`src/rtl/imsic_csr_seq.sv`:
```
// rtl/imsic_csr_seq.sv - round-robin sequencer for IMSIC indirect CSR accesses
// Optional WAIT timeout compiled in with IMSIC_CSR_SEQ_TIMEOUT_EN.
module imsic_csr_seq #(
    parameter int NR_REQ          = 2,
    parameter int XLEN            = 64,
    parameter int NR_INTP_FILES   = 7,
    parameter int INTP_FILE_WIDTH = 3,
    parameter int TIMEOUT_CYC     = 15
) (
    input  logic                       clk,
    input  logic                       rstn,
    input  logic [NR_REQ-1:0]          req_vld,
    output logic [NR_REQ-1:0]          req_rdy,
    input  logic [NR_REQ*12-1:0]       req_addr,
    input  logic [NR_REQ*2-1:0]        req_priv,
    input  logic [NR_REQ-1:0]          req_v,
    input  logic [NR_REQ*6-1:0]        req_vgein,
    input  logic [NR_REQ-1:0]          req_wdata_vld,
    input  logic [NR_REQ*2-1:0]        req_wdata_op,
    input  logic [NR_REQ*XLEN-1:0]     req_wdata,
    output logic [NR_REQ-1:0]          rsp_vld,
    output logic [XLEN-1:0]            rsp_rdata,
    output logic                       rsp_illegal,
    output logic [11:0]                csr_addr,
    output logic                       csr_rd,
    output logic [INTP_FILE_WIDTH-1:0] intp_file_sel,
    output logic                       priv_is_illegal,
    output logic                       csr_v,
    output logic                       csr_wdata_vld,
    output logic [1:0]                 csr_wdata_op,
    output logic [XLEN-1:0]            csr_wdata,
    input  logic                       csr_rdata_vld,
    input  logic [XLEN-1:0]            csr_rdata,
    input  logic                       csr_illegal
);
    localparam int GW = (NR_REQ > 1) ? $clog2(NR_REQ) : 1;

    typedef enum logic [1:0] {IDLE, ISSUE, WAIT, RESP} state_t;

    state_t                     state_q, state_d;
    logic [GW-1:0]              last_q, last_d;
    logic [11:0]                addr_q, addr_d;
    logic                       rd_q, rd_d;
    logic [INTP_FILE_WIDTH-1:0] file_q, file_d;
    logic                       illegal_q, illegal_d;
    logic                       v_q, v_d;
    logic                       wvld_q, wvld_d;
    logic [1:0]                 wop_q, wop_d;
    logic [XLEN-1:0]            wdata_q, wdata_d;
    logic [NR_REQ-1:0]          rsp_vld_q, rsp_vld_d;
    logic [XLEN-1:0]            rsp_rdata_q, rsp_rdata_d;
    logic                       rsp_illegal_q, rsp_illegal_d;
`ifdef IMSIC_CSR_SEQ_TIMEOUT_EN
    localparam logic [3:0] TO_LAST = 4'(TIMEOUT_CYC - 1);
    logic [3:0]                 to_cnt_q, to_cnt_d;
`endif

    logic                       win_found;
    logic [GW-1:0]              win_idx;
    logic [11:0]                win_addr;
    logic [1:0]                 win_priv;
    logic                       win_v;
    logic [5:0]                 win_vgein;
    logic                       win_wvld;
    logic [1:0]                 win_wop;
    logic [XLEN-1:0]            win_wdata;
    logic                       dec_illegal;
    logic [INTP_FILE_WIDTH-1:0] dec_file;

    // Pass 0 scans requesters above last_grant, pass 1 wraps around from 0.
    always_comb begin
        win_found = 1'b0;
        win_idx   = '0;
        win_addr  = '0;
        win_priv  = '0;
        win_v     = 1'b0;
        win_vgein = '0;
        win_wvld  = 1'b0;
        win_wop   = '0;
        win_wdata = '0;
        for (int p = 0; p < 2; p++) begin
            for (int j = 0; j < NR_REQ; j++) begin
                if (!win_found && req_vld[j] && ((p == 0) == (j > int'(last_q)))) begin
                    win_found = 1'b1;
                    win_idx   = GW'(j);
                    win_addr  = req_addr[j*12 +: 12];
                    win_priv  = req_priv[j*2 +: 2];
                    win_v     = req_v[j];
                    win_vgein = req_vgein[j*6 +: 6];
                    win_wvld  = req_wdata_vld[j];
                    win_wop   = req_wdata_op[j*2 +: 2];
                    win_wdata = req_wdata[j*XLEN +: XLEN];
                end
            end
        end
    end

    always_comb begin
        dec_illegal = (win_priv != 2'b11 && win_priv != 2'b01) ||
                      (win_v && (win_priv == 2'b11 || win_vgein == 6'd0 ||
                                 int'(win_vgein) > NR_INTP_FILES - 2));
        if (dec_illegal) begin
            dec_file = '0;
        end else if (win_v) begin
            dec_file = INTP_FILE_WIDTH'(int'(win_vgein) + 1);
        end else if (win_priv == 2'b11) begin
            dec_file = '0;
        end else begin
            dec_file = INTP_FILE_WIDTH'(1);
        end
    end

    // Grant follows req_vld combinationally; held low while reset is asserted.
    assign req_rdy = (rstn && state_q == IDLE && win_found) ? (NR_REQ'(1) << win_idx) : '0;

    always_comb begin
        state_d       = state_q;
        last_d        = last_q;
        addr_d        = addr_q;
        rd_d          = 1'b0;
        file_d        = file_q;
        illegal_d     = illegal_q;
        v_d           = v_q;
        wvld_d        = wvld_q;
        wop_d         = wop_q;
        wdata_d       = wdata_q;
        rsp_vld_d     = '0;
        rsp_rdata_d   = rsp_rdata_q;
        rsp_illegal_d = rsp_illegal_q;
`ifdef IMSIC_CSR_SEQ_TIMEOUT_EN
        to_cnt_d      = to_cnt_q;
`endif
        case (state_q)
            IDLE: begin
                if (win_found) begin
                    state_d   = ISSUE;
                    last_d    = win_idx;
                    addr_d    = win_addr;
                    rd_d      = 1'b1;
                    file_d    = dec_file;
                    illegal_d = dec_illegal;
                    v_d       = win_v;
                    wvld_d    = win_wvld;
                    wop_d     = win_wop;
                    wdata_d   = win_wdata;
                end
            end
            ISSUE: begin
                state_d = WAIT;
`ifdef IMSIC_CSR_SEQ_TIMEOUT_EN
                to_cnt_d = '0;
`endif
            end
            WAIT: begin
                if (csr_rdata_vld) begin
                    state_d       = RESP;
                    wvld_d        = 1'b0;
                    rsp_vld_d     = NR_REQ'(1) << last_q;
                    rsp_rdata_d   = csr_rdata;
                    rsp_illegal_d = csr_illegal;
`ifdef IMSIC_CSR_SEQ_TIMEOUT_EN
                end else if (to_cnt_q == TO_LAST) begin
                    state_d       = RESP;
                    wvld_d        = 1'b0;
                    rsp_vld_d     = NR_REQ'(1) << last_q;
                    rsp_rdata_d   = '0;
                    rsp_illegal_d = 1'b1;
                end else begin
                    to_cnt_d = to_cnt_q + 4'd1;
`endif
                end
            end
            RESP:    state_d = IDLE;
            default: state_d = IDLE;
        endcase
    end

    always_ff @(posedge clk or negedge rstn) begin
        if (!rstn) begin
            state_q       <= IDLE;
            last_q        <= GW'(NR_REQ - 1);
            addr_q        <= '0;
            rd_q          <= 1'b0;
            file_q        <= '0;
            illegal_q     <= 1'b0;
            v_q           <= 1'b0;
            wvld_q        <= 1'b0;
            wop_q         <= '0;
            wdata_q       <= '0;
            rsp_vld_q     <= '0;
            rsp_rdata_q   <= '0;
            rsp_illegal_q <= 1'b0;
`ifdef IMSIC_CSR_SEQ_TIMEOUT_EN
            to_cnt_q      <= '0;
`endif
        end else begin
            state_q       <= state_d;
            last_q        <= last_d;
            addr_q        <= addr_d;
            rd_q          <= rd_d;
            file_q        <= file_d;
            illegal_q     <= illegal_d;
            v_q           <= v_d;
            wvld_q        <= wvld_d;
            wop_q         <= wop_d;
            wdata_q       <= wdata_d;
            rsp_vld_q     <= rsp_vld_d;
            rsp_rdata_q   <= rsp_rdata_d;
            rsp_illegal_q <= rsp_illegal_d;
`ifdef IMSIC_CSR_SEQ_TIMEOUT_EN
            to_cnt_q      <= to_cnt_d;
`endif
        end
    end

    assign csr_addr        = addr_q;
    assign csr_rd          = rd_q;
    assign intp_file_sel   = file_q;
    assign priv_is_illegal = illegal_q;
    assign csr_v           = v_q;
    assign csr_wdata_vld   = wvld_q;
    assign csr_wdata_op    = wop_q;
    assign csr_wdata       = wdata_q;
    assign rsp_vld         = rsp_vld_q;
    assign rsp_rdata       = rsp_rdata_q;
    assign rsp_illegal     = rsp_illegal_q;

endmodule

```
`config.mk`:
```
export PLATFORM = sky130hd
export DESIGN_NAME = imsic_csr_seq
export DESIGN_NICKNAME = d
export VERILOG_FILES = /design/src/rtl/imsic_csr_seq.sv
export SDC_FILE = /design/constraint.sdc
export NUM_CORES = 1
export LEC_CHECK = 0
export ABC_AREA = 1
export BUFFER_PORTS_ARGS = -buffer_cell sky130_fd_sc_hd__buf_2
export CAP_MARGIN = 10
export CORE_AREA = 2 2 155 157
export CTS_CLUSTER_DIAMETER = 50
export DETAILED_ROUTE_END_ITERATION = 8
export DIE_AREA = 0 0 157 159
export PLACE_DENSITY_LB_ADDON = 0.1
export SLEW_MARGIN = 20
export SYNTH_ARGS = -nofsm -noshare
export SYNTH_HDL_FRONTEND = slang
export SYNTH_SLANG_ARGS = --single-unit
```
`constraint.sdc`:
```
create_clock -name clk -period 5.2 [get_ports clk]
set_input_delay 1.3 -clock clk [delete_from_list [all_inputs] [get_ports clk]]
set_output_delay 1.3 -clock clk [all_outputs]
set_load 0.05 [all_outputs]
```
==> run metrics, run 1 <==
sequential share of the synthesized area 0.575; Detail Placement HPWL ~16 mm; NumNets Final roughly 1300; HP Class flop to flop; Tightest Pin Transition between 0.9 and 1 ns; initial antenna violation count 6; P_leak around 0.005 µW; Peak supply drop between 0.4 and 0.5 mV; H-tree lvl count 4; Synth Instances roughly 680; drt via density ~4.4; RD Place Congestion ~0.76; WP data required 3.90 ns; Synth Cell Area between 6000 and 7000 µm²; Clock Skew 0.00808 ns; Row Count 56; die area 25000 µm²; Synth Area in Compound Gates 0.0113; vias in the first global route between 6000 and 7000; core outline area 23200 µm²; Syn Area/Cell 9.99 µm²; largest family of logic cells by synthesized area simple AND/OR/NAND/NOR gates; synth top area cells dfrtp_1, nand3_1, mux2_2; Max Clock Freq around 0.29 GHz; Worst Setup Start Kind primary input; Post-Synth XOR/XNOR Area 0; CP arrival roughly 2.2 ns; final worst slack ~1.7 ns; area delta synth->final 42.3%; number of port buffers between 300 and 400; IO Pins 400; Final TNS setup 0 ns; adder-cell share of the synthesized area 0.00928; CP Class primary input to output pin; syn_nets about 930; fin cells about 1400; layout cells sized above 1 0.483; final setup vio count 0; Routed WL per cell approximately 17 µm; all-layer global routing usage 0.178; Post-CTS Hold Buffers 0; post-synthesis mux area share 0.109; max-cap violation count 0; Clk Tree Root Cell clkbuf_16; RSZ-0062 raised after global routing no; Power Density between 700 and 800 nW/µm²; remaining antenna violation count after routing 0; total chip power 7430 µW; Synth area leader dfrtp_1; CTS tree built; Die W approximately 160 µm; Hold Vio Cnt, Final 0; Clock Sinks around 160; first-pass GRT wire length between 30 and 40 mm; Post-Route WL about 23 mm; outcome finished, final reports clean; # DRC 0; crit-path max FO 7; Die H 159 µm; Yosys reg bits ~160; largest net degree at the start of global routing 85; first drt pass iteration count 6; max-slew headroom at the worst pin 0.360; Inserted Clock Buffers 17; pre-CTS setup slack between 1.5 and 2 ns; CP endpoint kind output pin; Post-Synth Simple-Gate Area 0.243; iteration-0 DRC count of the detailed router roughly 300; vias 6176; initial core utilization 0.291; Inst Count DP roughly 1400; number of synthesis warnings 0; final worst-path cycle share 0.669; worst skew pair latency about 0.41 ns; maximum clock insertion buffer count 2; Max Transition Viols Final 0; crit path time final 3.48 ns; Worst-path clk slew about 0.07 ns; share of the synthesized area in the top cell type 0.572; synth unique cells 25; fillers roughly 2400; setup bufs post-CTS 0; grt ovf 0; post_cts resized 0
report_power, final:
group          total [µW]  internal (µW)  leakage, µW  switching [µW]
logic                4050            999      0.00292            3050
clock network        1310            744     0.000303             569
registers            2070           1790      0.00190             277
total                7430           3530      0.00512            3900
registers in the layout (all words and copies together) (netlist names), 2 cells and up:
name,count
rsp_rdata,64
intp_file_sel,3
csr_wdata,64
rsp_vld,2
csr_wdata_op,2
state_q,2
csr_addr,12
kinds of logic (layout without fill, tap and decap cells):
| logic type | count (synthesis) | in the layout |
|---|---|---|
| AO/OA/AOI/OAI | 12 | 12 |
| adder cells (fa/ha/maj) | 5 | 5 |
| buffers and inverters | 65 | 464 |
| flip-flops | 155 | 155 |
| multiplexers | 65 | 65 |
| other | 0 | 2 |
| AND/OR/NAND/NOR | 373 | 373 |
Yosys cell counts (all sizes together):
| cell | count |
|---|---|
| a22o | 1 |
| nand2 | 194 |
| a21o | 1 |
| o22ai | 3 |
| a21oi | 2 |
| nand3 | 163 |
| mux2 | 65 |
| dfstp | 1 |
| dfrtp | 154 |
| inv | 24 |
| ha | 5 |
| clkbuf | 8 |
| nor2 | 15 |
| o21ai | 5 |
| buf | 33 |
| nor3 | 1 |
cell usage in the layout (no fill, tap or decap), types with 2 or more instances in the layout:
cell type and count:
clkinv_4 2, ha_1 5, mux2_2 65, a21oi_1 2
nand3_1 163, nor2_4 2, inv_2 3, nand2_4 2
clkbuf_16 17, inv_8 3, buf_2 398, inv_6 7
buf_4 8, o22ai_1 2, nand2_1 187, nor2_1 13
inv_1 21, bufinv_16 2, o21ai_0 4, nand2_2 5
dfrtp_1 154, diode_2 2
final cells by class:
cell class                      count  area (µm²)  area share
Sequential cell                   155        3880       0.404
Tap cell                          319         399      0.0416
Clock buffer                       18         439      0.0458
Timing Repair Buffer              408        2090       0.218
Clock inverter                     14         173      0.0180
Antenna cell                        2        5.00    0.000522
Inverter                           24        90.1     0.00939
Multi-Input combinational cell    455        2520       0.262
per-stage QoR:
stage / hold WS (ns) / instance area [µm²] / utilization
3_3_place_gp: 0.463 / 8950 / 0.386
5_1_grt: 0.509 / 9600 / 0.414
3_5_place_dp: 0.465 / 8950 / 0.386
4_1_cts: 0.483 / 9560 / 0.412
2_1_floorplan: 0.450 / 6740 / -
6_report: 0.477 / 9600 / 0.414
critical path, stage by stage:
cell	delay, ns
buf_2	0.13
nand2_2	0.10
nand2_4	0.13
inv_2	0.07
nor3_1	0.16
buf_2	0.30
routing by layer:
layer | track usage | up-vias | wire length, µm | share of wire
li1 | - | 3014 | - | -
met1 | 0.216 | 2881 | 9400 | 0.41
met2 | 0.299 | 262 | 11200 | 0.49
met3 | 0.0732 | 13 | 2280 | 0.099
met4 | 0.0338 | 6 | 119 | 0.0052
met5 | 0 | - | 41 | 0.0018
final timing paths:
kind / startpoint / slack (ns) / endpoint / depth (start not counted)
max in group asynchronous: rstn / 3.36 / csr_addr[11] / 2
worst max register to register: state_q[0] / 3.08 / intp_file_sel[2] / 9
worst min register to register: intp_file_sel[0] / 0.48 / intp_file_sel[0] / 2
worst max-delay path: req_vld[0] / 1.72 / req_rdy[0] / 6
min in group asynchronous: rstn / 0.71 / rsp_rdata[14] / 1
worst min-delay path: intp_file_sel[0] / 0.48 / intp_file_sel[0] / 2
(Power assumes the default switching activity.)
==> inputs of run 2 (changes only) <==
CORE_AREA = 2 2 156 158   (was 2 2 155 157)
DIE_AREA = 0 0 158 160   (was 0 0 157 159)
clock period = 3.6 ns   (was 5.2 ns; I/O delays follow)
==> run metrics, run 2 (synthesis gave the netlist of run 1 again) <==
outcome finished, final reports clean (unchanged); # DRC 0 (unchanged); HP Class flop to flop (unchanged); post_cts resized 0 (unchanged); initial antenna violation count 6 (unchanged); Worst Setup SP req_vld[0] (unchanged); Inserted Clock Buffers 17 (unchanged); Hold Vio Cnt, Final 0 (unchanged); remaining antenna violation count after routing 0 (unchanged); Row Count 57 (was 56); NumNets Final 1310 (was 1312); Power Density 1110 nW/µm² (was 775 nW/µm²); Die H 160 µm (was 159 µm); CP endpoint kind output pin (unchanged); final setup vio count 0 (unchanged); Die W 158 µm (was 157 µm); Worst Setup Start Kind primary input (unchanged); Worst-path clk slew 0.06 ns (was 0.07 ns); RSZ-0062 raised after global routing no (unchanged); P_leak 0.00510 µW (was 0.00512 µW); fillers 2499 (was 2390); reg2reg start state_q[0] (unchanged); hold_sp intp_file_sel[2] (was intp_file_sel[0]); Top Usage Layer GRT met2 (unchanged); Clock Skew 0.0116 ns (was 0.00808 ns); area delta synth->final 42.0% (was 42.3%); RD Place Congestion 0.775 (was 0.759); number of port buffers 399 (unchanged); max-cap violation count 0 (unchanged); all-layer global routing usage 0.176 (was 0.178); met3 GRT Util 0.0719 (was 0.0732); grt ovf 0 (unchanged); die area 25300 µm² (was 25000 µm²); CTS tree built (unchanged); setup bufs post-CTS 0 (unchanged); Routed WL per cell 16.3 µm (was 16.5 µm); drt via density 4.45 (was 4.43); vias 6230 (was 6176); vias in the first global route 6170 (was 6225); worst skew pair latency 0.42 ns (was 0.41 ns); max-slew headroom at the worst pin 0.335 (was 0.360); Clock Sinks 155 (unchanged); CP Class primary input to output pin (unchanged); Post-Route WL 22.9 mm (was 23.0 mm); Peak supply drop 0.656 mV (was 0.460 mV); Detail Placement HPWL 16.0 mm (was 16.4 mm); first drt pass iteration count 4 (was 6); initial core utilization 0.283 (was 0.291); largest net degree at the start of global routing 156 (was 85); core outline area 23800 µm² (was 23200 µm²); crit path time final between 2 and 3 ns; WP data required 2.70 ns (was 3.90 ns); met2 usage 0.294 (was 0.299); CP arrival 1.89 ns (was 2.18 ns); final worst-path cycle share 0.776; iteration-0 DRC count of the detailed router 348 (was 299); layout cells sized above 1 0.482 (was 0.483); first-pass GRT wire length 34.5 mm (was 34.6 mm); Tightest Pin Transition 0.997 ns (was 0.960 ns); met1 usage 0.210 (was 0.216); Final TNS setup 0 ns (unchanged); H-tree lvl count 4 (unchanged); register area 3880 µm² (unchanged); Hold WS 0.479 ns (was 0.477 ns); Max Clock Freq approximately 0.36 GHz; area taken by multi-input logic gates 2520 µm² (unchanged); maximum clock insertion buffer count 2 (unchanged); commonest non-fill, non-tap cell in the layout buf_2 (unchanged); Post-CTS Hold Buffers 0 (unchanged); crit-path max FO 7 (unchanged); Max Transition Viols Final 0 (unchanged); Clk Tree Root Cell clkbuf_16 (unchanged); IO Pins 400 (unchanged); commonest cells after routing, fill and taps aside buf_2, nand2_1, nand3_1, dfrtp_1, mux2_2 (unchanged)
[run 2: changes by cell type in the layout (fill, tap and decap cells not counted), sizes merged]
cell / change
diode: +3
bufinv: -1
clkinvlp: +2
inv: -1
buf: -2
[run 2: power breakdown]
group	switching [µW]	total, µW	internal, µW	leakage, µW
Combinational	4390	5840	1450	0.00292
Clock	822	1820	1000	0.000286
Sequential	382	2970	2590	0.00190
Total	5590	10600	5040	0.00510
[run 2: layout make-up]
| type | instances | share of cell area |
|---|---|---|
| diodes | 5 | 0.00131 |
| clock buffers | 18 | 0.0459 |
| clock inverters | 14 | 0.0154 |
| inverters | 24 | 0.00941 |
| multi-input cells | 455 | 0.263 |
| flip-flops and latches | 155 | 0.405 |
| well taps | 324 | 0.0423 |
| repair buffers | 406 | 0.217 |
[run 2: layer usage]
metal  part of all wire  routed length [µm]
met3               0.11                2450
met5            0.00070                  16
met4              0.014                 310
met2               0.48               11000
met1               0.40                9110
[run 2: path summary, 6_finish.rpt]
check | endpoint | slack [ns] | cells after the start
max | req_rdy[0] | 0.81 | 6
min | intp_file_sel[2] | 0.48 | 2
max reg2reg | intp_file_sel[2] | 1.52 | 9
min reg2reg | intp_file_sel[2] | 0.48 | 2
max in group asynchronous | csr_wdata[50] | 2.31 | 2
min in group asynchronous | csr_wdata_vld | 0.62 | 2
[run 2: stage by stage]
step	worst slack [ns]	area (µm²)	std cells	total power, µW	utilization
after floorplan	0.355	6740	675	7460	-
after global placement	0.842	8970	1364	8900	0.377
after detailed placement	0.805	8970	1364	8910	0.377
after CTS	0.804	9560	1396	10800	0.401
after global routing	0.752	9570	1399	11200	0.402
final	0.806	9570	1401	10600	0.402
[run 2: worst max-delay path, cell delays in order]
cell and delay (ns):
buf_2 0.13, nand2_2 0.09, nand2_4 0.12, inv_2 0.07
nor3_1 0.24, buf_2 0.33
